**src/rtl/fft_frame_ctrl.sv**
```systemverilog
// fft_frame_ctrl: frame sequencer for the 64-point streaming FFT core.
//
// Upstream samples are collected in a circular buffer. A contiguous N-cycle
// di_en burst is issued only when a whole frame is held and the core has room
// for another frame in flight. Core outputs are retimed, tagged with first/last
// markers, and checked for protocol faults, which raise sticky error flags.
//
// Ports:
//   clock, reset            clock and synchronous active-low reset
//   s_valid/s_ready/s_re/s_im  upstream sample stream (valid/ready)
//   fft_reset               active-high core reset (registered ~reset)
//   di_en/di_re/di_im       registered core input
//   do_en/do_re/do_im       core output
//   m_valid/m_re/m_im/m_first/m_last  downstream stream (no backpressure)
//   inflight                frames issued whose output is not yet complete
//   err_gap/err_spur/err_timeout  sticky protocol error flags
module fft_frame_ctrl #(
  parameter int unsigned N            = 64,
  parameter int unsigned WIDTH        = 16,
  parameter int unsigned DEPTH        = 128,
  parameter int unsigned MAX_INFLIGHT = 2,
  parameter int unsigned TIMEOUT      = 512
) (
  input  logic                            clock,
  input  logic                            reset,
  input  logic                            s_valid,
  output logic                            s_ready,
  input  logic [WIDTH-1:0]                s_re,
  input  logic [WIDTH-1:0]                s_im,
  output logic                            fft_reset,
  output logic                            di_en,
  output logic [WIDTH-1:0]                di_re,
  output logic [WIDTH-1:0]                di_im,
  input  logic                            do_en,
  input  logic [WIDTH-1:0]                do_re,
  input  logic [WIDTH-1:0]                do_im,
  output logic                            m_valid,
  output logic [WIDTH-1:0]                m_re,
  output logic [WIDTH-1:0]                m_im,
  output logic                            m_first,
  output logic                            m_last,
  output logic [$clog2(MAX_INFLIGHT):0]   inflight,
  output logic                            err_gap,
  output logic                            err_spur,
  output logic                            err_timeout
);

  localparam int unsigned PtrW = $clog2(DEPTH);
  localparam int unsigned CntW = PtrW + 1;
  localparam int unsigned IdxW = $clog2(N);
  localparam int unsigned IflW = $clog2(MAX_INFLIGHT) + 1;
  localparam int unsigned TmrW = $clog2(TIMEOUT + 1);

  typedef enum logic [0:0] {StIdle, StBurst} state_e;

  // Sample buffer (not reset: pointers and count define what is valid).
  logic [WIDTH-1:0] r_mem_re [DEPTH];
  logic [WIDTH-1:0] r_mem_im [DEPTH];

  logic [PtrW-1:0] r_wr_ptr;
  logic [PtrW-1:0] r_rd_ptr;
  logic [CntW-1:0] r_count;
  logic [CntW-1:0] w_count_d;
  state_e          r_state;
  logic [IdxW-1:0] r_rd_cnt;
  logic [IflW-1:0] r_inflight;
  logic [IflW-1:0] w_inflight_d;
  logic [IdxW-1:0] r_out_idx;
  logic [TmrW-1:0] r_timer;

  logic             r_fft_reset;
  logic             r_di_en;
  logic [WIDTH-1:0] r_di_re;
  logic [WIDTH-1:0] r_di_im;
  logic             r_m_valid;
  logic [WIDTH-1:0] r_m_re;
  logic [WIDTH-1:0] r_m_im;
  logic             r_m_first;
  logic             r_m_last;
  logic             r_err_gap;
  logic             r_err_spur;
  logic             r_err_timeout;

  logic w_wr;
  logic w_rd;
  logic w_room;
  logic w_inc;
  logic w_dec;

  assign s_ready = (r_count < CntW'(DEPTH));
  assign w_wr    = s_valid && s_ready;
  assign w_rd    = (r_state == StBurst);
  assign w_room  = (r_inflight < IflW'(MAX_INFLIGHT));
  // A frame's output completes on its last bin; spurious frames never underflow.
  assign w_dec   = do_en && (r_out_idx == IdxW'(N - 1)) && (r_inflight != '0);

  // A new frame starts either from idle or back-to-back at the end of a burst.
  // At the burst end the read of this cycle is already accounted for (count-1).
  always_comb begin
    w_inc = 1'b0;
    if (r_state == StIdle) begin
      w_inc = (r_count >= CntW'(N)) && w_room;
    end else if (r_rd_cnt == IdxW'(N - 1)) begin
      w_inc = ((r_count - CntW'(1)) >= CntW'(N)) && w_room;
    end
  end

  always_comb begin
    w_count_d = r_count;
    unique case ({w_wr, w_rd})
      2'b10:   w_count_d = r_count + CntW'(1);
      2'b01:   w_count_d = r_count - CntW'(1);
      default: w_count_d = r_count;
    endcase
  end

  always_comb begin
    w_inflight_d = r_inflight;
    unique case ({w_inc, w_dec})
      2'b10:   w_inflight_d = r_inflight + IflW'(1);
      2'b01:   w_inflight_d = r_inflight - IflW'(1);
      default: w_inflight_d = r_inflight;
    endcase
  end

  always_ff @(posedge clock) begin
    r_fft_reset <= ~reset;
  end

  always_ff @(posedge clock) begin
    if (w_wr) begin
      r_mem_re[r_wr_ptr] <= s_re;
      r_mem_im[r_wr_ptr] <= s_im;
    end
  end

  always_ff @(posedge clock) begin
    if (!reset) begin
      r_wr_ptr   <= '0;
      r_count    <= '0;
      r_inflight <= '0;
    end else begin
      if (w_wr) begin
        r_wr_ptr <= r_wr_ptr + PtrW'(1);
      end
      r_count    <= w_count_d;
      r_inflight <= w_inflight_d;
    end
  end

  // Input FSM: drives the core one sample per cycle while in StBurst.
  always_ff @(posedge clock) begin
    if (!reset) begin
      r_state  <= StIdle;
      r_rd_cnt <= '0;
      r_rd_ptr <= '0;
      r_di_en  <= 1'b0;
      r_di_re  <= '0;
      r_di_im  <= '0;
    end else begin
      unique case (r_state)
        StIdle: begin
          r_di_en <= 1'b0;
          if (w_inc) begin
            r_state  <= StBurst;
            r_rd_cnt <= '0;
          end
        end
        StBurst: begin
          r_di_en  <= 1'b1;
          r_di_re  <= r_mem_re[r_rd_ptr];
          r_di_im  <= r_mem_im[r_rd_ptr];
          r_rd_ptr <= r_rd_ptr + PtrW'(1);
          if (r_rd_cnt == IdxW'(N - 1)) begin
            r_rd_cnt <= '0;
            if (!w_inc) begin
              r_state <= StIdle;
            end
          end else begin
            r_rd_cnt <= r_rd_cnt + IdxW'(1);
          end
        end
        default: r_state <= StIdle;
      endcase
    end
  end

  // Output retiming, bin tracking and protocol checks.
  always_ff @(posedge clock) begin
    if (!reset) begin
      r_m_valid     <= 1'b0;
      r_m_re        <= '0;
      r_m_im        <= '0;
      r_m_first     <= 1'b0;
      r_m_last      <= 1'b0;
      r_out_idx     <= '0;
      r_timer       <= '0;
      r_err_gap     <= 1'b0;
      r_err_spur    <= 1'b0;
      r_err_timeout <= 1'b0;
    end else begin
      r_m_valid <= do_en;
      r_m_re    <= do_re;
      r_m_im    <= do_im;
      r_m_first <= do_en && (r_out_idx == '0);
      r_m_last  <= do_en && (r_out_idx == IdxW'(N - 1));

      // A drop in do_en always realigns to bin 0; mid-frame it is a fault.
      if (do_en) begin
        r_out_idx <= r_out_idx + IdxW'(1);
      end else begin
        r_out_idx <= '0;
        if (r_out_idx != '0) begin
          r_err_gap <= 1'b1;
        end
      end

      if (do_en && (r_inflight == '0) && (r_out_idx == '0)) begin
        r_err_spur <= 1'b1;
      end

      // Timer saturates at TIMEOUT; the flag sets on the edge it gets there.
      if (do_en || (r_inflight == '0)) begin
        r_timer <= '0;
      end else if (r_timer != TmrW'(TIMEOUT)) begin
        r_timer <= r_timer + TmrW'(1);
        if (r_timer == TmrW'(TIMEOUT - 1)) begin
          r_err_timeout <= 1'b1;
        end
      end
    end
  end

  assign fft_reset   = r_fft_reset;
  assign di_en       = r_di_en;
  assign di_re       = r_di_re;
  assign di_im       = r_di_im;
  assign m_valid     = r_m_valid;
  assign m_re        = r_m_re;
  assign m_im        = r_m_im;
  assign m_first     = r_m_first;
  assign m_last      = r_m_last;
  assign inflight    = r_inflight;
  assign err_gap     = r_err_gap;
  assign err_spur    = r_err_spur;
  assign err_timeout = r_err_timeout;

endmodule

```
**config.mk**
```make
export PLATFORM = sky130hd
export DESIGN_NAME = fft_frame_ctrl
export DESIGN_NICKNAME = d
export VERILOG_FILES = /design/src/rtl/fft_frame_ctrl.sv
export SDC_FILE = /design/constraint.sdc
export NUM_CORES = 2
export LEC_CHECK = 0
export CAP_MARGIN = 20
export CORE_MARGIN = 3
export CORE_UTILIZATION = 30
export DETAILED_ROUTE_END_ITERATION = 12
export GPL_ROUTABILITY_DRIVEN = 0
export HOLD_SLACK_MARGIN = 0.12
export SLEW_MARGIN = 20
export SYNTH_ARGS = -nofsm -noshare
export SYNTH_HDL_FRONTEND = slang
export SYNTH_SLANG_ARGS = --single-unit
```
**constraint.sdc**
```tcl
create_clock -name clock -period 9.9 [get_ports clock]
set_input_delay 1.485 -clock clock [delete_from_list [all_inputs] [get_ports clock]]
set_output_delay 1.485 -clock clock [all_outputs]
set_load 0.02 [all_outputs]
```
# Word level (Yosys, flattened, before mapping)

Memory sizes are Yosys's and may differ from the RTL's. A register that Yosys moved wholly into a read port is not among the register bits.
Index checks and enable logic that the tools add are counted.
W data, S select, Z words.

Add/subtract/negate cells: 9
Order comparisons: 4
Eq/ne operators: 9
Muxes and demuxes: 13
Bitwise logic cells: 4
Reductions and logical operators: 21

Operator list:

| kind                    | number |
|---|---|
| $ge A8 B7 Y1 const B    | 2 |
| $pmux W8 S2             | 1 |
| $add A7 B1 Y7 const B   | 2 |
| $add A6 B1 Y6 const B   | 2 |
| $eq A6 B6 Y1 const B    | 2 |
| $mux W6                 | 2 |
| $pmux W6 S2             | 1 |
| $add A10 B1 Y10 const B | 1 |
| $eq A10 B9 Y1 const B   | 1 |
| $ne A10 B10 Y1 const B  | 1 |
| $add A8 B1 Y8 const B   | 1 |
| $logic_and A1 B1 Y1     | 8 |
| $lt A8 B8 Y1 const B    | 1 |
| $sub A8 B1 Y8 const B   | 1 |
| $logic_not A6 Y1        | 1 |
| $mux W1                 | 6 |
| $reduce_bool A2 Y1      | 3 |
| $reduce_bool A6 Y1      | 1 |
| $eq A2 B1 Y1 const B    | 2 |
| $eq A2 B2 Y1 const B    | 2 |
| $not A1 Y1              | 4 |
| $pmux W1 S2             | 2 |
| $pmux W2 S2             | 1 |
| $reduce_and A2 Y1       | 2 |
| 9 further kinds         | 10 |

Flip-flop bits (word level): 87
RAM bits: 4096
Input port bits: 68
Output and inout port bits: 75
Logic and storage cells: 80
Memories: 2

Memory list:

| memory   | depth | width | read ports | clocked after Yosys merged registers in | wr ports | RTL line | RTL |
|---|---|---|---|---|---|---|---|
| r_mem_im | 128   | 16    | 1          | 1                                       | 1        | 58       | `logic [WIDTH-1:0] r_mem_im [DEPTH];` |
| r_mem_re | 128   | 16    | 1          | 1                                       | 1        | 57       | `logic [WIDTH-1:0] r_mem_re [DEPTH];` |

# Logic depth before layout (Yosys ltp)

Word-level depth: 8
Gate-level depth with buffers: 12
Mapped depth without buffers: 10

# Worst setup path before layout

OpenSTA, ideal clock, no wires.

Path type: input-to-reg
From: input port s_valid
To: memory r_mem_im[127][0], enable pin
Library setup time: 0.461 ns
Arrival: 4.662 ns
Required time: 9.439 ns
Path slack: 4.776 ns
Cell stages on the path: 5
Path buffers: 1
Cells stage by stage: nor2b_1 -> and2_0 -> clkbuf_1 -> nand3_1 -> nor3_1

Cells in the longest elaborated chain, start to end: 3

Ends and longest elaborated chain:

| what                          | RTL line | RTL |
|---|---|---|
| start, declared               | 26       | `input logic s_valid,` |
| $logic_and A1 B1 Y1           | 91       | `assign w_wr = s_valid && s_ready;` |
| $mux W1                       | 131      | `if (w_wr) begin` |
| $mux W1 (implied by the code) | 133      | `r_mem_im[r_wr_ptr] <= s_im;` |
| end, declared                 | 58       |  |

Every way passes these cells.

==> reports/metrics.yaml <==
run_status: "finished clean"
r2r_end: "di_re[4]"
async_reset_ff_share_pct: 0
synth-edff-count: 4096
grt_pass1_vias: 78176
ioPinCount: 143
io_buffers: 142
cp_max_fo: 39
worst_slew_pin_slew_ps: 1310
busiest_layer: "met2"
core_area_um2: 534000
hp-class: "reg2reg"
area_growth_syn_to_layout_pct: 15.5
h-tree-depth: 5
timing.critical_path.buf_inv: 3
fin_setup_tns_ps: 0
use_met3_pct: 3.94
synthFlopType: "edfxtp_1"
grt-ovfl-total: 0
crit_type: "reg2reg"
cp-start-kind: "flop"
ys_warn_count: 0
post_cts_resized: 0
clk_pin_slew_ps: 70
cts_buffer_depth: 4
drt-vias-per-instance: 5.24
postCtsSetupBuffers: 0
drive_gt1_share_pct: 24.8
clock_skew_ps: 101
drt_iter0_drc: 11763
hpwl_um: 291000
cts_tree: "built"
die_h_um: 739
use_met1_pct: 22.4
wl_per_cell_um: 31.0
drv_slew: 0
end_kind: "flop"
cts_root_buffer: "clkbuf_16"
die_w_um: 739
rrSetupSlack_ps: 4800
clk_latency_ps: 1030
cts_hold_buf: 0
fin_area_um2: 186000
initial_core_util_pct: 30.2
fillCellCount: 48669
synth_nets: 7422
maxCapViolCount: 0
hold_path_depth: 2
fin_nets: 7769
layout_commonest_cell: "edfxtp_1"
num_vias: 79671
cts.sink_count: 4215
die_area_um2: 547000
rows: 268
fin_crit_ps: 5100
avgSynthCellArea_um2: 22.0
ir_drop_v: 0.000157
ys_seq_area_share_pct: 77.7
cp_cell_sequence: "buf_4 > buf_4 > buf_4 > mux4_2 > mux2i_1 > o22ai_1 > nor3_1 > o31a_1 > nor3_1"
rsz0062_at_grt: "false"
first_pass_iters: 6
p_leak_nw: 54.4
critPathTopFamily: "buffers and inverters"
reg2regPathDepth: 9
hold_start: "err_gap"
timing.rr.start: "r_rd_ptr[0]"
met2_usage_pct: 26.2
crit_top_cell: "buf_4"
netlist_instances: 7343
final_antenna_net_count: 0
period_share_pct: 51.5
drc: 0
hold_end: "err_gap"
relSlewSlack_pct: 13.0
cpPeakStageDelay_ps: 790
numCtsBuffers: 401
finalSetupViolations: 0
grt_pass1_wl_um: 643000
synth_seq_cells: 4215
worstPathRequired_ps: 10810
post_dp_cell_area_um2: 172000
yosysUniqueCellTypes: 67
arrival_ps: 6010
antenna_found_initial: 75
grt_max_degree: 119
p_per_area_nw_per_um2: 220
multi_input_area_um2: 34700
layout_common_cells: "4,096 x edfxtp_1, 937 x mux4_2, 445 x mux2i_1"
track_usage_pct: 16.7
cp_slowest_cell: "nor3_1"
syn_area_um2: 161000
seq_area_um2: 125000
fmax_mhz: 196
routed_wl_um: 471000
finalHoldViolations: 0
==> where the power goes <==
part	switching (mW)	internal, mW
logic	3.23	2.29
registers	0.194	19.7
clock network	6.70	8.93
total	10.1	30.9
==> area by class of cell <==
class / count / share of cell area (%)
Clock inverter: 242 / 1.43
Sequential cell: 4215 / 67.3
Multi-Input combinational cell: 2693 / 18.6
Inverter: 15 / 0.0316
Clock buffer: 488 / 5.72
Timing Repair Buffer: 364 / 2.10
Tap cell: 7155 / 4.80
Antenna cell: 18 / 0.0242
==> stage by stage <==
| step | power (mW) | hold WS (ps) | setup slack [ps] | utilization [%] | std cells |
|---|---|---|---|---|---|
| after CTS | 41.3 | 479 | 4650 | 34.7 | 15128 |
| after floorplan | 23.7 | 430 | 4780 | - | 7343 |
| after global routing | 42.2 | 512 | 4450 | 34.9 | 15175 |
| final | 41.0 | 475 | 4800 | 34.9 | 15190 |
| after detailed placement | 25.8 | 466 | 3840 | 32.2 | 14398 |
| after global placement | 25.8 | 442 | 3840 | 32.2 | 14392 |
==> tightest hold or removal path, stage by stage (launching register included) <==
cell	delay, ps
dfxtp_1	320
nor2_1	50
nor2_1	70
==> synthesized netlist by cell type, drive strengths merged (8+ instances only) <==
library cell,n,area (um^2)
nor3,41,205
xor2,14,123
o22ai,72,450
a211o,15,131
nand3,43,215
mux2i,449,4490
inv,14,52.6
nor4,30,256
a31oi,17,106
o221ai,63,552
nor2b,16,100
or3,14,87.6
a22oi,71,533
a221oi,32,280
ha,11,138
a2111oi,8,72.6
mux2,29,327
nor2,239,897
and3,12,75.1
o21bai,14,105
a21oi,139,696
clkbuf,150,563
o21ai,69,345
dfxtp,119,2380
xnor2,11,96.3
o211ai,9,67.6
and2,38,238
a221o,18,180
nand2,160,601
nand4,12,75.1
a211oi,18,135
edfxtp,4096,123000
buf,270,1780
mux4,941,21200
nand3b,8,63.8
a22o,20,175
==> layer usage <==
layer,routed length (um),up-vias
li1,-,31695
met1,179000,42640
met2,219000,4548
met3,51300,772
met4,21800,16
met5,99,-
==> sequential cells by signal, summed over array words and instances (netlist names), 2 cells and up <==
| name | flops |
|---|---|
| m_im | 16 |
| di_im | 16 |
| m_re | 16 |
| r_wr_ptr | 7 |
| r_rd_cnt | 6 |
| r_rd_ptr | 7 |
| inflight | 2 |
| r_timer | 10 |
| r_count | 8 |
| di_re | 16 |
| r_mem_re | 2048 |
| r_mem_im | 2048 |
| r_out_idx | 6 |
==> cells by family (layout without fill, tap and decap cells) <==
group | count (synthesis) | in the layout | synth area share (%)
other | 0 | 18 | 0
buffers and inverters | 435 | 1109 | 1.49
adder cells (fa/ha/maj) | 11 | 11 | 0.0853
AND/OR/NAND/NOR | 635 | 635 | 1.85
AO/OA/AOI/OAI | 603 | 603 | 2.59
multiplexers | 1419 | 1419 | 16.1
XOR/XNOR | 25 | 25 | 0.136
flip-flops | 4215 | 4215 | 77.7
==> worst max-delay path by stage <==
stage,start,to,slack [ps],cells after the start
floorplan,s_valid,r_mem_im[127][0],4780,5
global placement,s_valid,r_mem_re[55][1],3840,7
detailed placement,s_valid,r_mem_im[103][12],3840,7
CTS,r_rd_ptr[0],di_re[4],4650,9
global route,r_rd_ptr[0],di_re[4],4450,9
finish,r_rd_ptr[0],di_re[4],4800,9
No activity file was read; power rests on OpenSTA's default activity.
